===== src/rtl/serial_subtractor_16_bit.sv =====
// Digit-serial 16-bit subtractor: Diff = A - B - Bin, one DIGIT_W slice per cycle.
// Optional signed-overflow output V is built when SUB_OVERFLOW_EN is defined.
module serial_subtractor_16_bit #(
  parameter int DIGIT_W = 4
) (
  input  logic        Clk,
  input  logic        Reset,
  input  logic        Start,
  input  logic [15:0] A,
  input  logic [15:0] B,
  input  logic        Bin,
  output logic [15:0] Diff,
  output logic        Bout,
  output logic        Busy,
  output logic        Done
`ifdef SUB_OVERFLOW_EN
  ,
  output logic        V
`endif
);

  // state | meaning
  // IDLE  | waiting for Start
  // RUN   | one slice per cycle, counter = slice index
  // DONE  | result valid, one-cycle strobe; Start here re-issues
  typedef enum logic [1:0] {IDLE, RUN, DONE} state_t;

  localparam int NUM_DIGITS = 16 / DIGIT_W;
  localparam int CNT_W      = (NUM_DIGITS > 1) ? $clog2(NUM_DIGITS) : 1;
  localparam logic [CNT_W-1:0] LAST = CNT_W'(NUM_DIGITS - 1);

  state_t             state;
  logic [CNT_W-1:0]   cnt;
  logic               borrow;
  logic [15:0]        a_sh;
  logic [15:0]        b_sh;
  logic [15:0]        acc;

  logic [DIGIT_W-1:0] a_s;
  logic [DIGIT_W-1:0] b_s;
  logic [DIGIT_W:0]   slice;
  logic [15:0]        acc_next;

  // Operands shift right so the active slice is always the low digit;
  // results enter the accumulator from the top and end up in place.
  always_comb begin
    a_s      = a_sh[DIGIT_W-1:0];
    b_s      = b_sh[DIGIT_W-1:0];
    slice    = {1'b0, a_s} - {1'b0, b_s} - (DIGIT_W + 1)'(borrow);
    acc_next = (acc >> DIGIT_W) | (16'(slice[DIGIT_W-1:0]) << (16 - DIGIT_W));
  end

  always_ff @(posedge Clk) begin
    if (Reset) begin
      state  <= IDLE;
      cnt    <= '0;
      borrow <= 1'b0;
      a_sh   <= '0;
      b_sh   <= '0;
      acc    <= '0;
      Diff   <= '0;
      Bout   <= 1'b0;
      Busy   <= 1'b0;
      Done   <= 1'b0;
`ifdef SUB_OVERFLOW_EN
      V      <= 1'b0;
`endif
    end else begin
      case (state)
        IDLE, DONE: begin
          Done <= 1'b0;
          if (Start) begin
            a_sh   <= A;
            b_sh   <= B;
            borrow <= Bin;
            cnt    <= '0;
            acc    <= '0;
            Busy   <= 1'b1;
            state  <= RUN;
          end else begin
            Busy  <= 1'b0;
            state <= IDLE;
          end
        end
        RUN: begin
          acc    <= acc_next;
          a_sh   <= a_sh >> DIGIT_W;
          b_sh   <= b_sh >> DIGIT_W;
          borrow <= slice[DIGIT_W];
          cnt    <= cnt + 1'b1;
          if (cnt == LAST) begin
            Diff  <= acc_next;
            Bout  <= slice[DIGIT_W];
`ifdef SUB_OVERFLOW_EN
            // Equivalent to borrow-in XOR borrow-out of bit 15.
            V     <= (a_s[DIGIT_W-1] ^ b_s[DIGIT_W-1]) &
                     (slice[DIGIT_W-1] ^ a_s[DIGIT_W-1]);
`endif
            Busy  <= 1'b0;
            Done  <= 1'b1;
            state <= DONE;
          end
        end
        default: begin
          Busy  <= 1'b0;
          Done  <= 1'b0;
          state <= IDLE;
        end
      endcase
    end
  end

endmodule


===== config.mk =====
export PLATFORM = sky130hd
export DESIGN_NAME = serial_subtractor_16_bit
export DESIGN_NICKNAME = d
export VERILOG_FILES = /design/src/rtl/serial_subtractor_16_bit.sv
export SDC_FILE = /design/constraint.sdc
export NUM_CORES = 1
export LEC_CHECK = 0
export ABC_CLOCK_PERIOD_IN_PS = 2900
export CORE_MARGIN = 8
export CORE_UTILIZATION = 50
export CTS_CLUSTER_SIZE = 14
export DETAILED_ROUTE_END_ITERATION = 16
export PLACE_DENSITY = 0.86
export SLEW_MARGIN = 15
export SYNTH_ARGS = -nofsm -noshare
export SYNTH_HDL_FRONTEND = slang
export SYNTH_SLANG_ARGS = --single-unit
export TNS_END_PERCENT = 30

===== constraint.sdc =====
create_clock -name Clk -period 2.9 [get_ports Clk]
set_input_delay 0.58 -clock Clk [delete_from_list [all_inputs] [get_ports Clk]]
set_output_delay 0.58 -clock Clk [all_outputs]
set_load 0.01 [all_outputs]

==> results of run 1 <==
## flip-flops by register name, indices dropped and copies added, names as in the netlist
name / cells
Bout: 1
Busy: 1
Diff: 16
Done: 1
a_sh: 16
acc: 12
b_sh: 16
borrow: 1
cnt: 2
state: 2
## worst paths after layout
kind	start	to	slack, ns	depth (start not counted)
setup / recovery	borrow	borrow	0.95	6
hold / removal	Diff[13]	Diff[13]	0.46	2
setup reg to reg	borrow	borrow	0.95	6
hold reg to reg	Diff[13]	Diff[13]	0.46	2
## cell type report
class,instances,area [sq um],area share [%]
Multi-Input combinational cell,209,1220,34.7
Inverter,9,33.8,0.957
Clock buffer,10,128,3.62
Timing Repair Buffer,60,581,16.4
Tap cell,72,90.1,2.55
Sequential cell,68,1360,38.6
Clock inverter,6,111,3.15
## power by group
| part | total, mW | internal (mW) | switching, mW |
|---|---|---|---|
| clock | 0.933 | 0.573 | 0.360 |
| sequential | 1.02 | 0.988 | 0.0354 |
| combinational | 0.310 | 0.144 | 0.166 |
## per-layer routing
metal  vias to the layer above  GRT usage [%]
li1                       1193              -
met1                      1073           18.7
met2                        94           25.1
met3                        12           6.23
met4                         0           7.63
met5                         -              0
## per-stage QoR
stage | utilization (%) | total power, mW | setup slack (ns) | hold slack [ns] | instances
after global routing | 65.3 | 2.37 | 0.800 | 0.472 | 434
final | 65.3 | 2.27 | 0.946 | 0.456 | 434
after detailed placement | 60.9 | 1.35 | 0.760 | 0.446 | 418
after floorplan | - | 1.25 | 1.13 | 0.432 | 311
after global placement | 60.9 | 1.34 | 0.850 | 0.443 | 418
after CTS | 65.3 | 2.28 | 0.961 | 0.456 | 434
## cells by family (layout without fill, tap and decap cells)
family / count (synthesis) / count (layout) / synth area share, %
AOI/OAI and AO/OA: 72 / 72 / 18.5
and+or+nand+nor: 126 / 126 / 20.8
DFF: 68 / 68 / 49.6
buffers and inverters: 34 / 85 / 5.88
adders and majority gates: 9 / 9 / 4.65
xor gates and xnor gates: 2 / 2 / 0.638
## synthesized netlist by cell type
master     number
a211oi_1        1
a21oi_1        24
a22o_1         12
a2bb2oi_1       1
a311oi_1       16
and2b_1         1
and3_1          1
and3b_1         2
buf_1           3
buf_2          12
buf_4           5
clkbuf_1        5
dfxtp_1        68
fa_1            2
ha_1            7
inv_1           9
nand2_1        59
nand2b_1        3
nand3_1         9
nand3b_1        3
nand4b_1        1
nor2_1         20
nor2_2          1
nor2b_1         2
nor2b_2         1
nor3_1         22
nor3_2          1
o21a_1          2
o21ai_0         2
o22ai_1        12
o41ai_1         1
o41ai_2         1
xor2_1          2
## layout by cell type (no fill, tap or decap), types with 2 or more instances in the layout
cell type,Yosys,layout
a21oi_1,24,24
o21ai_0,2,2
o21a_1,2,2
nand2_1,59,59
a22o_1,12,12
and3b_1,2,2
o22ai_1,12,12
nand2b_1,3,2
buf_4,5,6
bufinv_16,0,3
fa_1,2,2
nor2b_1,2,2
xor2_1,2,2
clkdlybuf4s50_1,0,53
inv_1,9,9
clkbuf_8,0,9
ha_1,7,7
nor3_1,22,22
nand3b_1,3,3
a311oi_1,16,16
nor2_1,20,20
nand3_1,9,9
dfxtp_1,68,68
## worst max-delay path, stage by stage (launching register included)
cell	delay [ns]
dfxtp_1	0.33
inv_1	0.06
fa_1	0.47
fa_1	0.42
nor2b_1	0.16
o21ai_0	0.14
a311oi_1	0.29
==> impl_metrics.py, run 1 <==
metrics = {
    "run_status": {
        "status": "finished, final reports clean",
    },
    "die": {
        "boundaryPins": 55,
        "die_height_microns": 90.1,
        "start_util_pct": 50.8,
        "die_area_sq_mm": 0.00812,
        "die_w_microns": 90.1,
        "core-area_sq_mm": 0.00541,
        "rows": 27,
    },
    "placed_design": {
        "place_congestion": 0.762,
        "dp_hpwl_mm": 4.27,
        "place_area_sq_mm": 0.00329,
        "portBuffers": 54,
    },
    "detailed_routing": {
        "wl_met2_mm": 2.92,
        "drt_iter0_drc": 80,
        "wl_per_cell_microns": 14.4,
        "via_count": 2372,
        "top_layer_used": "met4",
        "drc_errors": 0,
        "drt-met1-wl_mm": 2.74,
        "via_per_inst": 5.47,
        "routed_wl_mm": 6.26,
        "drtPass1Iterations": 4,
        "final_antenna_net_count": 0,
        "wl_met3_microns": 467,
    },
    "clocking": {
        "cts_hold_buf": 0,
        "path_clk_slew_ns": 0.07,
        "ctsResizeCount": 0,
        "cts.path.max_buffers": 2,
        "clk_latency_ns": 0.34,
        "h-tree-depth": 3,
        "clock-sinks": 68,
        "cts_tree": "built",
        "cts_root_buffer": "clkbuf_8",
        "cts_setup_buffers": 0,
        "cts_buffers": 9,
    },
    "worst_setup_path": {
        "worst-endpoint-arrival_ns": 2.20,
        "critPathCaptureType": "flop",
        "cp_max_fo": 2,
        "setup.worst_path.start_class": "flop",
        "timing_worst_setup_path_type": "flop to flop",
        "required_ns": 3.15,
    },
    "cells_and_area": {
        "diodes": 0,
        "fin_nets": 402,
        "final_area_sq_mm": 0.00353,
        "area_growth_pct": 28.6,
        "layout-drive-gt1-share_pct": 7.46,
        "fillers": 464,
    },
    "logic_synthesis": {
        "synth_seq_cells": 68,
        "ys_seq_area_share_pct": 49.6,
        "synthCells": 311,
        "ys_warn_count": 0,
        "synthTopCellsByArea": "dfxtp_1, nand2_1, a311oi_1",
        "synth_top_cell_area_share_pct": 49.6,
        "netlist_area_sq_mm": 0.00275,
        "syn_avg_cell_area_sq_um": 8.83,
        "yosysTopAreaCell": "dfxtp_1",
        "synth.net_count": 356,
        "synthDistinctLibCells": 33,
    },
    "sta": {
        "slew_headroom_pct": 53.7,
        "report.final.setup_viol": 0,
        "report.final.hold_viol_count": 0,
        "skew_ns": 0.00891,
        "worst_pin_slew_ns": 0.692,
        "fin_setup_tns_ns": 0,
        "final.period_utilization_pct": 67.4,
        "fin_crit_ns": 1.95,
        "slew_violations": 0,
        "rsz0062_at_grt": "false",
        "timing.fmax_ghz": 0.512,
    },
    "global_route": {
        "antenna_found_initial": 0,
        "grt_max_degree": 53,
        "grt_first_pass_wirelength_mm": 10.7,
        "grt_pass1_vias": 2317,
        "track_usage_pct": 16.0,
        "overflow": 0,
    },
    "power": {
        "ir_worst_vdd_mv": 0.355,
        "p_per_area_mw_per_mm2": 642,
        "leakagePower_nw": 1.32,
    },
    "hold_path": {
        "min_path_type": "flop to flop",
    },
    "flow_run": {
        "drv_cap": 0,
    },
}
No activity file was read; power rests on OpenSTA's default activity.
==> run 2, diff against run 1 <==
Settings changed: ABC_CLOCK_PERIOD_IN_PS 2900 to 1800.
Clock period 2.9 ns to 1.8 ns, I/O delays scaled along.
==> run 2 against run 1 <==
Net effect: core utilization up 1.1 points; register-to-register slack worse by 0.90 ns; global-route usage increased by 0.30 points; wire length grew 0.48%; critical path type unchanged.
==> impl_metrics.py, run 2 (synthesis gave the netlist of run 1 again) <==
metrics = {
    "placed_design": {
        "portBuffers": 54,
        "preCtsSetupSlack_ns": -0.147,
        "dpl.cell_count": 421,
        "dp_hpwl_mm": 4.44,
        "place_congestion": 0.812,
    },
    "cells_and_area": {
        "layout-drive-gt1-share_pct": 11.7,
        "top_regs": "Diff: 16 flops, a_sh: 16 flops, b_sh: 16 flops",
        "fin_nets": 406,
        "diodes": 0,
        "final_cell_mix": "dfxtp_1, nand2_1, clkdlybuf4s50_1",
        "final_common_cell": "dfxtp_1",
        "area_growth_pct": 30.8,
        "instances_no_fill": 438,
    },
    "detailed_routing": {
        "routed_wl_mm": 6.29,
        "via_count": 2392,
        "drc_errors": 0,
        "final_antenna_net_count": 0,
        "drtPass1Iterations": 4,
        "wl_per_cell_microns": 14.3,
        "drt_iter0_drc": 103,
        "via_per_inst": 5.46,
    },
    "die": {
        "die_height_microns": 90.1,
        "die_w_microns": 90.1,
        "core-area_sq_mm": 0.00541,
        "start_util_pct": 50.8,
        "rows": 27,
        "boundaryPins": 55,
        "die_area_sq_mm": 0.00812,
    },
    "worst_setup_path": {
        "worst-endpoint-arrival_ns": 1.99,
        "timing_worst_setup_path_type": "flop to flop",
        "r2r-start": "b_sh[0]",
        "required_ns": 2.03,
        "reg2reg_depth": 7,
        "cp_max_fo": 2,
        "setup.worst_path.start_class": "flop",
        "critPathCaptureType": "flop",
        "crit_start": "b_sh[0]",
    },
    "power": {
        "p_per_area_mw_per_mm2": 956,
        "ir_worst_vdd_mv": 0.666,
        "leakagePower_nw": 1.34,
    },
    "sta": {
        "slew_violations": 0,
        "timing.fmax_ghz": 0.570,
        "report.final.setup_viol": 0,
        "skew_ns": 0.00640,
        "report.final.hold_viol_count": 0,
        "final.period_utilization_pct": 97.5,
        "worst_slack_ns": 0.0444,
        "rsz0062_at_grt": "true",
        "fin_crit_ns": 1.76,
        "holdWs_ns": 0.422,
        "worst_pin_slew_ns": 0.703,
        "slew_headroom_pct": 52.9,
    },
    "clocking": {
        "cts_root_buffer": "clkbuf_8",
        "clock-sinks": 68,
        "path_clk_slew_ns": 0.07,
        "cts_tree": "built",
        "clk_latency_ns": 0.35,
        "cts_buffers": 9,
        "cts.path.max_buffers": 2,
        "h-tree-depth": 3,
    },
    "hold_path": {
        "min_path_cells": 3,
        "hp-start": "Reset",
        "min_path_type": "input pin to flop",
    },
    "global_route": {
        "grt_pass1_vias": 2393,
        "grt_first_pass_wirelength_mm": 10.9,
        "antenna_found_initial": 0,
        "overflow": 0,
        "track_usage_pct": 16.3,
        "grt_max_degree": 49,
    },
    "flow_run": {
        "drv_cap": 0,
    },
    "run_status": {
        "status": "finished, final reports clean",
    },
}
## run 2: per-stage QoR
step	cell area (sq um)	util (%)	total power, mW	TNS [ns]
CTS	3570	66.0	3.45	0
detailed placement	3350	62.0	2.20	-0.772
global route	3590	66.4	3.59	-0.00324
floorplan	2750	-	2.01	0
global placement	3350	62.0	2.17	-0.0639
finish	3590	66.4	3.43	0
## run 2: final timing paths
path	endpoint	slack (ns)
setup / recovery	Diff[15]	0.04
hold / removal	Done	0.42
setup reg to reg	Diff[15]	0.04
hold reg to reg	Diff[1]	0.45
## run 2: repair_timing
item | in CTS | in global routing
pin swaps | 3 | 4
endpoints found under the setup margin | 5 | 5
setup buffers | 0 | 1
gates cloned | 0 | 0
resized for setup | 8 | 6
hold buffers | 0 | 0
## run 2: report_power, final
part           internal [mW]  switching (mW)  leakage (nW)
clock network          0.639           0.580        0.0962
registers               1.59          0.0584         0.556
logic                  0.269           0.291         0.683
## run 2: layout make-up
| type | count | area [sq um] |
|---|---|---|
| well taps | 72 | 90.1 |
| clock buffers | 10 | 128 |
| repair buffers | 64 | 648 |
| flip-flops and latches | 68 | 1360 |
| fillers | 464 | 1820 |
| multi-input cells | 209 | 1260 |
| inverters | 9 | 33.8 |
| clock inverters | 6 | 65.1 |
## run 2: per-layer routing
| layer | global-route usage (%) | part of all wire [%] | wire length [microns] |
|---|---|---|---|
| met5 | 0 | 0 | 0 |
| met4 | 10.1 | 2.5 | 155 |
| met3 | 7.07 | 8.3 | 520 |
| met2 | 25.6 | 48 | 2990 |
| met1 | 17.8 | 42 | 2620 |
## run 2: worst max-delay path, stage by stage, from the launching register on
cell	delay, ns
dfxtp_2	0.34
inv_2	0.04
fa_2	0.58
inv_1	0.05
ha_2	0.17
o21ai_2	0.18
and3_4	0.22
o41ai_2	0.07
==> run 3, diff against run 2 <==
Settings changed: TNS_END_PERCENT 30 to 100.
==> run 3 against run 2 <==
Net effect: sequential cell count did not move; combinational power up 1%; critical path depth stayed put; via count shrank 1.0%; critical endpoint unchanged.
==> impl_metrics.py, run 3 (synthesis gave the netlist of run 1 again) <==
metrics = {
    "placed_design": {
        "place_congestion": 0.812,
        "portBuffers": 54,
        "place_area_sq_mm": 0.00335,
        "preCtsSetupSlack_ns": -0.147,
        "dp_hpwl_mm": 4.44,
    },
    "cells_and_area": {
        "final_core_util_pct": 66.5,
        "fin_nets": 406,
        "seq_area_sq_mm": 0.00136,
        "multiInputGateArea_sq_mm": 0.00127,
        "diodes": 0,
        "final_area_sq_mm": 0.00359,
        "final_cell_mix": "dfxtp_1, nand2_1, clkdlybuf4s50_1",
        "area_growth_pct": 30.9,
        "top_regs": "Diff: 16 flops, a_sh: 16 flops, b_sh: 16 flops",
        "final_common_cell": "dfxtp_1",
        "fillers": 464,
        "layout-drive-gt1-share_pct": 11.7,
    },
    "sta": {
        "slew_headroom_pct": 52.8,
        "final.period_utilization_pct": 97.2,
        "rsz0062_at_grt": "true",
        "timing.fmax_ghz": 0.571,
        "report.final.hold_viol_count": 0,
        "report.final.setup_viol": 0,
        "worst_slack_ns": 0.0500,
        "fin_crit_ns": 1.75,
        "holdWs_ns": 0.423,
        "worst_pin_slew_ns": 0.704,
        "slew_violations": 0,
        "skew_ns": 0.00641,
    },
    "worst_setup_path": {
        "required_ns": 2.03,
        "setup.worst_path.start_class": "flop",
        "worst-endpoint-arrival_ns": 1.98,
        "cp_max_fo": 2,
        "critPathCaptureType": "flop",
        "timing_worst_setup_path_type": "flop to flop",
    },
    "die": {
        "die_w_microns": 90.1,
        "boundaryPins": 55,
        "rows": 27,
        "core-area_sq_mm": 0.00541,
        "die_height_microns": 90.1,
        "start_util_pct": 50.8,
        "die_area_sq_mm": 0.00812,
    },
    "flow_run": {
        "drv_cap": 0,
    },
    "power": {
        "total_power_mw": 3.44,
        "p_per_area_mw_per_mm2": 956,
        "leakagePower_nw": 1.34,
        "ir_worst_vdd_mv": 0.667,
    },
    "clocking": {
        "clk_latency_ns": 0.35,
        "cts_root_buffer": "clkbuf_8",
        "cts_buffers": 9,
        "path_clk_slew_ns": 0.07,
        "cts.path.max_buffers": 2,
        "h-tree-depth": 3,
        "cts_tree": "built",
        "clock-sinks": 68,
    },
    "detailed_routing": {
        "top_layer_used": "met4",
        "final_antenna_net_count": 0,
        "via_count": 2367,
        "drtPass1Iterations": 4,
        "routed_wl_mm": 6.27,
        "wl_met3_microns": 492,
        "wl_met2_mm": 2.97,
        "drc_errors": 0,
        "drt-met1-wl_mm": 2.65,
        "wl_per_cell_microns": 14.3,
        "via_per_inst": 5.40,
        "drt_iter0_drc": 97,
    },
    "global_route": {
        "overflow": 0,
        "grt_max_degree": 49,
        "antenna_found_initial": 0,
        "track_usage_pct": 16.3,
        "grt_first_pass_wirelength_mm": 10.9,
        "grt_pass1_vias": 2393,
    },
    "run_status": {
        "status": "finished, final reports clean",
    },
    "hold_path": {
        "min_path_type": "input pin to flop",
    },
}
[run 3: cell counts in the layout (fill, tap and decap cells not counted)]
No cell type changed its count.
[run 3: per-stage QoR]
| step | TNS, ns | instances |
|---|---|---|
| global placement | -0.0639 | 421 |
| CTS | 0 | 437 |
| floorplan | 0 | 311 |
| finish | 0 | 438 |
| global route | -0.00253 | 438 |
| detailed placement | -0.772 | 421 |
[run 3: what timing repair did]
| item | CTS | global route |
|---|---|---|
| endpoints found under the setup margin | 5 | 5 |
| gates resized for setup | 8 | 7 |
| hold buffers | 0 | 0 |
| pin swaps | 3 | 4 |
| buffers inserted | 0 | 1 |
| cloned | 0 | 0 |
[run 3: power breakdown]
group          internal, mW  leakage, nW  switching (mW)
Combinational         0.274        0.688           0.293
Sequential             1.59        0.556          0.0583
Clock                 0.639       0.0962           0.578
[run 3: cell type report]
type,count,share of cell area [%]
Sequential cell,68,37.9
Clock inverter,6,1.81
Inverter,9,0.940
Clock buffer,10,3.55
Tap cell,72,2.51
Multi-Input combinational cell,209,35.2
Timing Repair Buffer,64,18.0
[run 3: metal layers]
| layer | global-route usage (%) | vias to the layer above |
|---|---|---|
| li1 | - | 1191 |
| met1 | 17.8 | 1096 |
| met2 | 25.6 | 65 |
| met3 | 7.07 | 15 |
| met4 | 10.1 | 0 |
| met5 | 0 | - |
[run 3: worst paths after layout]
path	start	end	slack, ns	cells after the start
max reg2reg	b_sh[0]	Diff[15]	0.05	7
max	b_sh[0]	Diff[15]	0.05	7
min	Reset	Done	0.42	3
min reg2reg	Diff[1]	Diff[1]	0.45	2
[run 3: critical path, stage by stage (launching register included)]
cell     delay, ns
dfxtp_2       0.34
inv_2         0.04
fa_2          0.58
inv_1         0.05
ha_2          0.17
o21ai_2       0.17
and3_4        0.21
o41ai_2       0.07
